## src/rtl/vx_sched_csr_ctrl.sv

```systemverilog
// ---------------------------------------------------------------------------
// vx_sched_csr_ctrl
//
// Scheduler-side master of the scheduler/CSR handshake. Sits beside the issue
// stage and provides the CSR unit with what it needs to fence a warp:
//   * per-warp in-flight instruction counters (issue increments, commit
//     decrements) and the alm_empty answer for the warp the CSR unit queries;
//   * a per-warp lock that is set when a warp issues an FPU CSR access and
//     released when the CSR unit signals unlock_warp;
//   * the free-running cycles counter.
//
// Optional feature macro: SCHED_CSR_STALL_PERF_EN
//   When defined, adds perf_fence_stalls, a saturating count of cycles in
//   which a valid issue was held back because its warp was locked.
//
// Ports
//   clk               in   core clock
//   reset             in   asynchronous, active-high
//   issue_valid       in   instruction offered for issue this cycle
//   issue_wid         in   warp of the offered instruction
//   issue_fpu_csr     in   offered instruction is an FPU CSR access
//   issue_ready       out  issue of issue_wid permitted (from registers only)
//   commit_valid      in   one instruction of commit_wid retired
//   commit_wid        in   warp of the retiring instruction
//   alm_empty_wid     in   warp queried by the CSR unit
//   alm_empty         out  pending[alm_empty_wid] <= ALM_EMPTY_TH
//   unlock_warp       in   CSR unit releases a fenced warp
//   unlock_wid        in   warp to release
//   warp_locked       out  registered per-warp lock bits
//   cycles            out  cycles since reset, wraps
//   underflow_err     out  sticky: commit seen while a counter was 0
//   perf_fence_stalls out  (macro only) lock-induced issue stall cycles
// ---------------------------------------------------------------------------
module vx_sched_csr_ctrl #(
    parameter int NUM_WARPS    = 4,
    parameter int MAX_PENDING  = 15,
    parameter int ALM_EMPTY_TH = 1,
    parameter int CYCLE_W      = 64,
    parameter int WID_W        = (NUM_WARPS > 1) ? $clog2(NUM_WARPS) : 1,
    parameter int PEND_W       = $clog2(MAX_PENDING + 1)
) (
    input  logic                 clk,
    input  logic                 reset,
    input  logic                 issue_valid,
    input  logic [WID_W-1:0]     issue_wid,
    input  logic                 issue_fpu_csr,
    output logic                 issue_ready,
    input  logic                 commit_valid,
    input  logic [WID_W-1:0]     commit_wid,
    input  logic [WID_W-1:0]     alm_empty_wid,
    output logic                 alm_empty,
    input  logic                 unlock_warp,
    input  logic [WID_W-1:0]     unlock_wid,
    output logic [NUM_WARPS-1:0] warp_locked,
    output logic [CYCLE_W-1:0]   cycles,
    output logic                 underflow_err
`ifdef SCHED_CSR_STALL_PERF_EN
    ,
    output logic [43:0]          perf_fence_stalls
`endif
);

    localparam logic [PEND_W-1:0] PEND_MAX = PEND_W'(MAX_PENDING);
    localparam logic [PEND_W-1:0] PEND_TH  = PEND_W'(ALM_EMPTY_TH);

    typedef enum logic {
        UNLOCKED = 1'b0,
        LOCKED   = 1'b1
    } lock_state_t;

    lock_state_t              lock_q [NUM_WARPS];
    lock_state_t              lock_d [NUM_WARPS];
    logic [PEND_W-1:0]        pending [NUM_WARPS];

    // One-hot decodes of each wid input. Comparing against every legal warp
    // index means an out-of-range wid simply decodes to all zeros, which gives
    // the "ignored / not ready / not empty" behaviour without any array index
    // ever going out of bounds.
    logic [NUM_WARPS-1:0]     issue_hit;
    logic [NUM_WARPS-1:0]     commit_hit;
    logic [NUM_WARPS-1:0]     unlock_hit;
    logic [NUM_WARPS-1:0]     query_hit;
    logic [NUM_WARPS-1:0]     full;
    logic [NUM_WARPS-1:0]     low;
    logic [NUM_WARPS-1:0]     inc;
    logic [NUM_WARPS-1:0]     dec;
    logic                     issue_fire;
    logic                     stall_locked;

    // ------------------------------------------------------------------
    // Decode and combinational outputs
    // ------------------------------------------------------------------
    always_comb begin
        // NOTE: every signal gets a default before any conditional update,
        // so no path through the block leaves a value unassigned (no latch).
        issue_hit  = '0;
        commit_hit = '0;
        unlock_hit = '0;
        query_hit  = '0;
        full       = '0;
        low        = '0;
        for (int w = 0; w < NUM_WARPS; w++) begin
            issue_hit[w]  = (issue_wid == WID_W'(w));
            commit_hit[w] = commit_valid & (commit_wid == WID_W'(w));
            unlock_hit[w] = unlock_warp & (unlock_wid == WID_W'(w));
            query_hit[w]  = (alm_empty_wid == WID_W'(w));
            full[w]       = (pending[w] == PEND_MAX);
            low[w]        = (pending[w] <= PEND_TH);
        end

        // Ready depends only on registered state, never on issue_valid,
        // so the issue stage can use it without a combinational loop.
        issue_ready  = |(issue_hit & ~warp_locked & ~full);
        issue_fire   = issue_valid & issue_ready;
        inc          = issue_fire ? issue_hit : '0;
        dec          = commit_hit;

        // No bypass: the query sees the registered count only.
        alm_empty    = |(query_hit & low);

        stall_locked = issue_valid & ~issue_ready & |(issue_hit & warp_locked);
    end

    // ------------------------------------------------------------------
    // Lock FSM, one per warp: next-state logic
    // ------------------------------------------------------------------
    always_comb begin
        for (int w = 0; w < NUM_WARPS; w++) begin
            lock_d[w] = lock_q[w];
            unique case (lock_q[w])
                UNLOCKED: if (inc[w] && issue_fpu_csr) lock_d[w] = LOCKED;
                LOCKED:   if (unlock_hit[w])           lock_d[w] = UNLOCKED;
                default:  lock_d[w] = UNLOCKED;
            endcase
            // A lock request in the same cycle as an unlock always wins.
            if (inc[w] && issue_fpu_csr) lock_d[w] = LOCKED;
        end
    end

    // Lock FSM state register
    always_ff @(posedge clk or posedge reset) begin
        if (reset) begin
            for (int w = 0; w < NUM_WARPS; w++) lock_q[w] <= UNLOCKED;
        end else begin
            // NOTE: sequential state uses non-blocking assignments so every
            // flop samples pre-edge values regardless of statement order.
            for (int w = 0; w < NUM_WARPS; w++) lock_q[w] <= lock_d[w];
        end
    end

    always_comb begin
        for (int w = 0; w < NUM_WARPS; w++) warp_locked[w] = (lock_q[w] == LOCKED);
    end

    // ------------------------------------------------------------------
    // Pending counters and sticky underflow flag
    // ------------------------------------------------------------------
    always_ff @(posedge clk or posedge reset) begin
        if (reset) begin
            // NOTE: the counter array is a small bank of flops, not a RAM,
            // so it is reset element by element like any other register.
            for (int w = 0; w < NUM_WARPS; w++) pending[w] <= '0;
            underflow_err <= 1'b0;
        end else begin
            for (int w = 0; w < NUM_WARPS; w++) begin
                unique case ({inc[w], dec[w]})
                    2'b10: pending[w] <= pending[w] + PEND_W'(1);
                    2'b01: begin
                        if (pending[w] == '0) underflow_err <= 1'b1;
                        else                  pending[w]    <= pending[w] - PEND_W'(1);
                    end
                    default: pending[w] <= pending[w];
                endcase
            end
        end
    end

    // ------------------------------------------------------------------
    // Free-running cycles counter (wraps naturally)
    // ------------------------------------------------------------------
    always_ff @(posedge clk or posedge reset) begin
        if (reset) cycles <= '0;
        else       cycles <= cycles + CYCLE_W'(1);
    end

`ifdef SCHED_CSR_STALL_PERF_EN
    // ------------------------------------------------------------------
    // Saturating count of issue cycles lost to a warp fence
    // ------------------------------------------------------------------
    always_ff @(posedge clk or posedge reset) begin
        if (reset) begin
            perf_fence_stalls <= '0;
        end else if (stall_locked && !(&perf_fence_stalls)) begin
            perf_fence_stalls <= perf_fence_stalls + 44'd1;
        end
    end
`else
    logic unused_stall;
    assign unused_stall = stall_locked;
`endif

endmodule

```

## config.mk

```make
export PLATFORM = sky130hd
export DESIGN_NAME = vx_sched_csr_ctrl
export DESIGN_NICKNAME = d
export VERILOG_FILES = /design/src/rtl/vx_sched_csr_ctrl.sv
export SDC_FILE = /design/constraint.sdc
export NUM_CORES = 1
export LEC_CHECK = 0
export BUFFER_PORTS_ARGS = -buffer_cell sky130_fd_sc_hd__buf_4
export CAP_MARGIN = 20
export CORE_AREA = 8 8 106 108
export CTS_CLUSTER_DIAMETER = 150
export DETAILED_ROUTE_END_ITERATION = 8
export DIE_AREA = 0 0 114 116
export GPL_TIMING_DRIVEN = 0
export PLACE_DENSITY = 0.7
export REMOVE_ABC_BUFFERS = 1
export SETUP_SLACK_MARGIN = 0.5
export SLEW_MARGIN = 20
export SYNTH_ARGS = -nofsm -noshare
export SYNTH_HDL_FRONTEND = slang
export SYNTH_SLANG_ARGS = --single-unit
```

## constraint.sdc

```tcl
create_clock -name clk -period 3.6 [get_ports clk]
set_clock_uncertainty 0.05 [all_clocks]
set_input_delay 0.72 -clock clk [delete_from_list [all_inputs] [get_ports clk]]
set_output_delay 0.72 -clock clk [all_outputs]
set_load 0.01 [all_outputs]
```

==> summary.txt <==
STA
  • Worst relative slew slack: 0.4659
  • Final setup viols: 0
  • Crit path time final: 2776 ps
  • Worst-Margin Slew: 799.4 ps
  • Crit share post-route: 0.7711
  • Final hold vios: 0
  • Final slew viol count: 0
  • RSZ-0062 raised after global routing: false
  • Setup ws final: 824.2 ps
  • Maximum clock rate: 360.3 MHz

GRT
  • Total track usage: 0.1684
  • M1 GR Usage: 0.2183
  • Pin count of the biggest net entering global routing: 53
  • First-pass GRT wire length: 18100 um
  • Initial antenna violation count: 0
  • Gr busiest metal: met2
  • Met3 Resource Use GR: 0.04534
  • Vias in the first global route: 3690
  • Remaining global-route overflow: 0
  • GRT met2 Usage: 0.2764

Place
  • Final GP Congestion: 0.7869
  • I/O Buffers: 84
  • Detailed Place HPWL: 8250 um
  • Place WS: 537.5 ps

Floorplanning
  • Cell Rows: 36
  • Die Y-Extent: 116 um
  • Ports: 85
  • Die area: 0.01322 mm2
  • Die Wd: 114 um
  • Initial cell density of the core: 0.4856
  • Core area: 0.009549 mm2

Yosys
  • Cell taking the most area after synthesis: dfrtp_1
  • Mapped cell area: 0.004637 mm2
  • Top_reg_cell synth: dfrtp_1
  • Async S/R FF share, synth: 1.000
  • Cell count after synthesis: 455
  • Yosys reg bits: 85
  • Yosys warnings: 0
  • Post-synth EDFFs: 0
  • Area contributors post-synth: dfrtp_1, xnor2_1, xor2_1
  • Mean post-synth cell area: 10.19 um2
  • Yosys top cell area share: 0.4587
  • Netlist cell types: 60
  • Post-synthesis sequential area ratio: 0.4587

Route
  • Via count: 3753
  • Number of remaining DRC errors: 0
  • Via density: 5.503
  • Avg WL per Cell: 16.16 um
  • Initial DRC count: 215
  • Post-DRT Antenna Nets: 0
  • Routed wire length: 11020 um
  • First-pass DRT Iterations: 5

Finish
  • NumNets Final: 571
  • Commonest non-fill, non-tap cell in the layout: dfrtp_1
  • Area delta synth->final: 21.88%
  • Most frequent cells in the layout: dfrtp_1, buf_4, xnor2_1, nand2_1, nand3_1
  • Ant. Diodes: 0
  • Layout cells sized above 1: 0.2168

Clock tree
  • Resize count post-CTS: 0
  • Clock-pin slew on the worst setup and hold paths: 90 ps
  • CTS sink cnt: 85
  • Postcts setup bufs: 0
  • Max Root-Sink Buffers: 2
  • Cts hold-fix bufs: 0
  • Clock Latency Late Sink: 350 ps
  • CTS H-tree depth: 3
  • Num CTS Buffers: 9
  • CTS tree: yes
  • CTS Root Cell: clkbuf_8

Setup path
  • CP Buf/Inv Count: 1
  • Max stage delay on crit path: 490 ps
  • Cell-by-cell trace of the critical path: ha_1 > nand3_1 > a22oi_2 > nand2_1 > buf_4
  • Critical path arrival: 2010 ps
  • CP Class: flop to output port
  • Worst-path fanout max: 12
  • FF-to-FF path depth: 6
  • Reg-to-reg endpoint: pending[2]
  • Slowest cell on crit path: a22oi_2
  • Worst EP required: 2830 ps
  • Critical Path Sink Type: output port
  • Crit path max-delay family: compound AO/OA/AOI/OAI gates
  • Worst setup SP type: flop
  • FF-to-FF setup slack: 1090 ps
  • RR Startpoint: pending[4]

Power and ir drop
  • Peak supply drop: 0.1828 mV
  • Cell Pwr Density: 434.0 mW/mm2
  • Power Total: 2.453 mW
  • Leak: 2.665 nW

Hold path
  • Hold Path Class: primary input to asynchronous set/reset pin

Job
  • Max-Cap Viols: 0

Run status
  • Status: finished, final reports clean
==> where the power goes <==
| part | leakage [nW] | switching, mW | internal [mW] |
|---|---|---|---|
| logic | 1.43 | 0.279 | 0.235 |
| clock network | 0.100 | 0.351 | 0.394 |
| registers | 1.14 | 0.145 | 1.05 |
| total | 2.67 | 0.775 | 1.68 |
==> state kept, by name, indices dropped and copies added, names as in the netlist <==
signal         flops
cycles            64
pending           16
warp_locked        4
underflow_err      1
==> metrics by stage <==
stage | util | instances | cell area [um2] | hold WS [ps] | TNS, ps
3_3_place_gp | 0.5656 | 665 | 5401 | 408.2 | -37480
6_report | 0.5919 | 682 | 5652 | 344.0 | 0
2_1_floorplan | - | 448 | 4604 | 438.8 | 0
3_5_place_dp | 0.5688 | 666 | 5431 | 411.2 | 0
4_1_cts | 0.5913 | 682 | 5647 | 342.1 | 0
5_1_grt | 0.5919 | 682 | 5652 | 355.9 | 0
==> cells by family (layout without fill, tap and decap cells) <==
family	Yosys count	after routing	share of synthesized area
simple gates	192	192	0.2499
flops	85	85	0.4587
fa+ha+maj	13	13	0.03508
xor+xnor	66	66	0.1247
mux	3	3	0.006746
buf+inv	29	123	0.02482
compound gates	67	67	0.1001
==> cell type report <==
type / instances / area [um2]
clock buffers: 11 / 131.4
clock inverters: 5 / 83.83
fillers: 838 / 3897
inverters: 22 / 85.08
multi-input cells: 341 / 2400
flip-flops and latches: 85 / 2127
well taps: 133 / 166.4
repair buffers: 85 / 658.1
==> Yosys cell counts (5+ instances only) <==
cell type and count:
a21oi_1 14, a22o_1 5, and2_1 6, and3_1 7, and4_1 7, buf_2 5
dfrtp_1 85, ha_1 13, inv_1 22, nand2_1 34, nand3_1 32, nand4_1 26
nor2_1 29, nor3_1 16, o211ai_1 5, o21ai_0 10, xnor2_1 42, xor2_1 24
==> layer usage <==
layer  vias to the layer above  share of wire
met5                         -              0
met4                         0         0.0067
met3                         6          0.050
met2                        82           0.47
met1                      1833           0.47
li1                       1832              -
==> how the worst max path moves through the flow <==
stage	slack (ps)	cells after the start	start	to
2_1_floorplan	640	1	reset	cycles[0]
3_3_place_gp	-450	2	reset	cycles[1]
3_5_place_dp	540	6	issue_wid[1]	pending[2]
4_1_cts	520	5	pending[4]	issue_ready
5_1_grt	650	5	pending[4]	issue_ready
6_report	820	5	pending[4]	issue_ready
(Power assumes the default switching activity.)
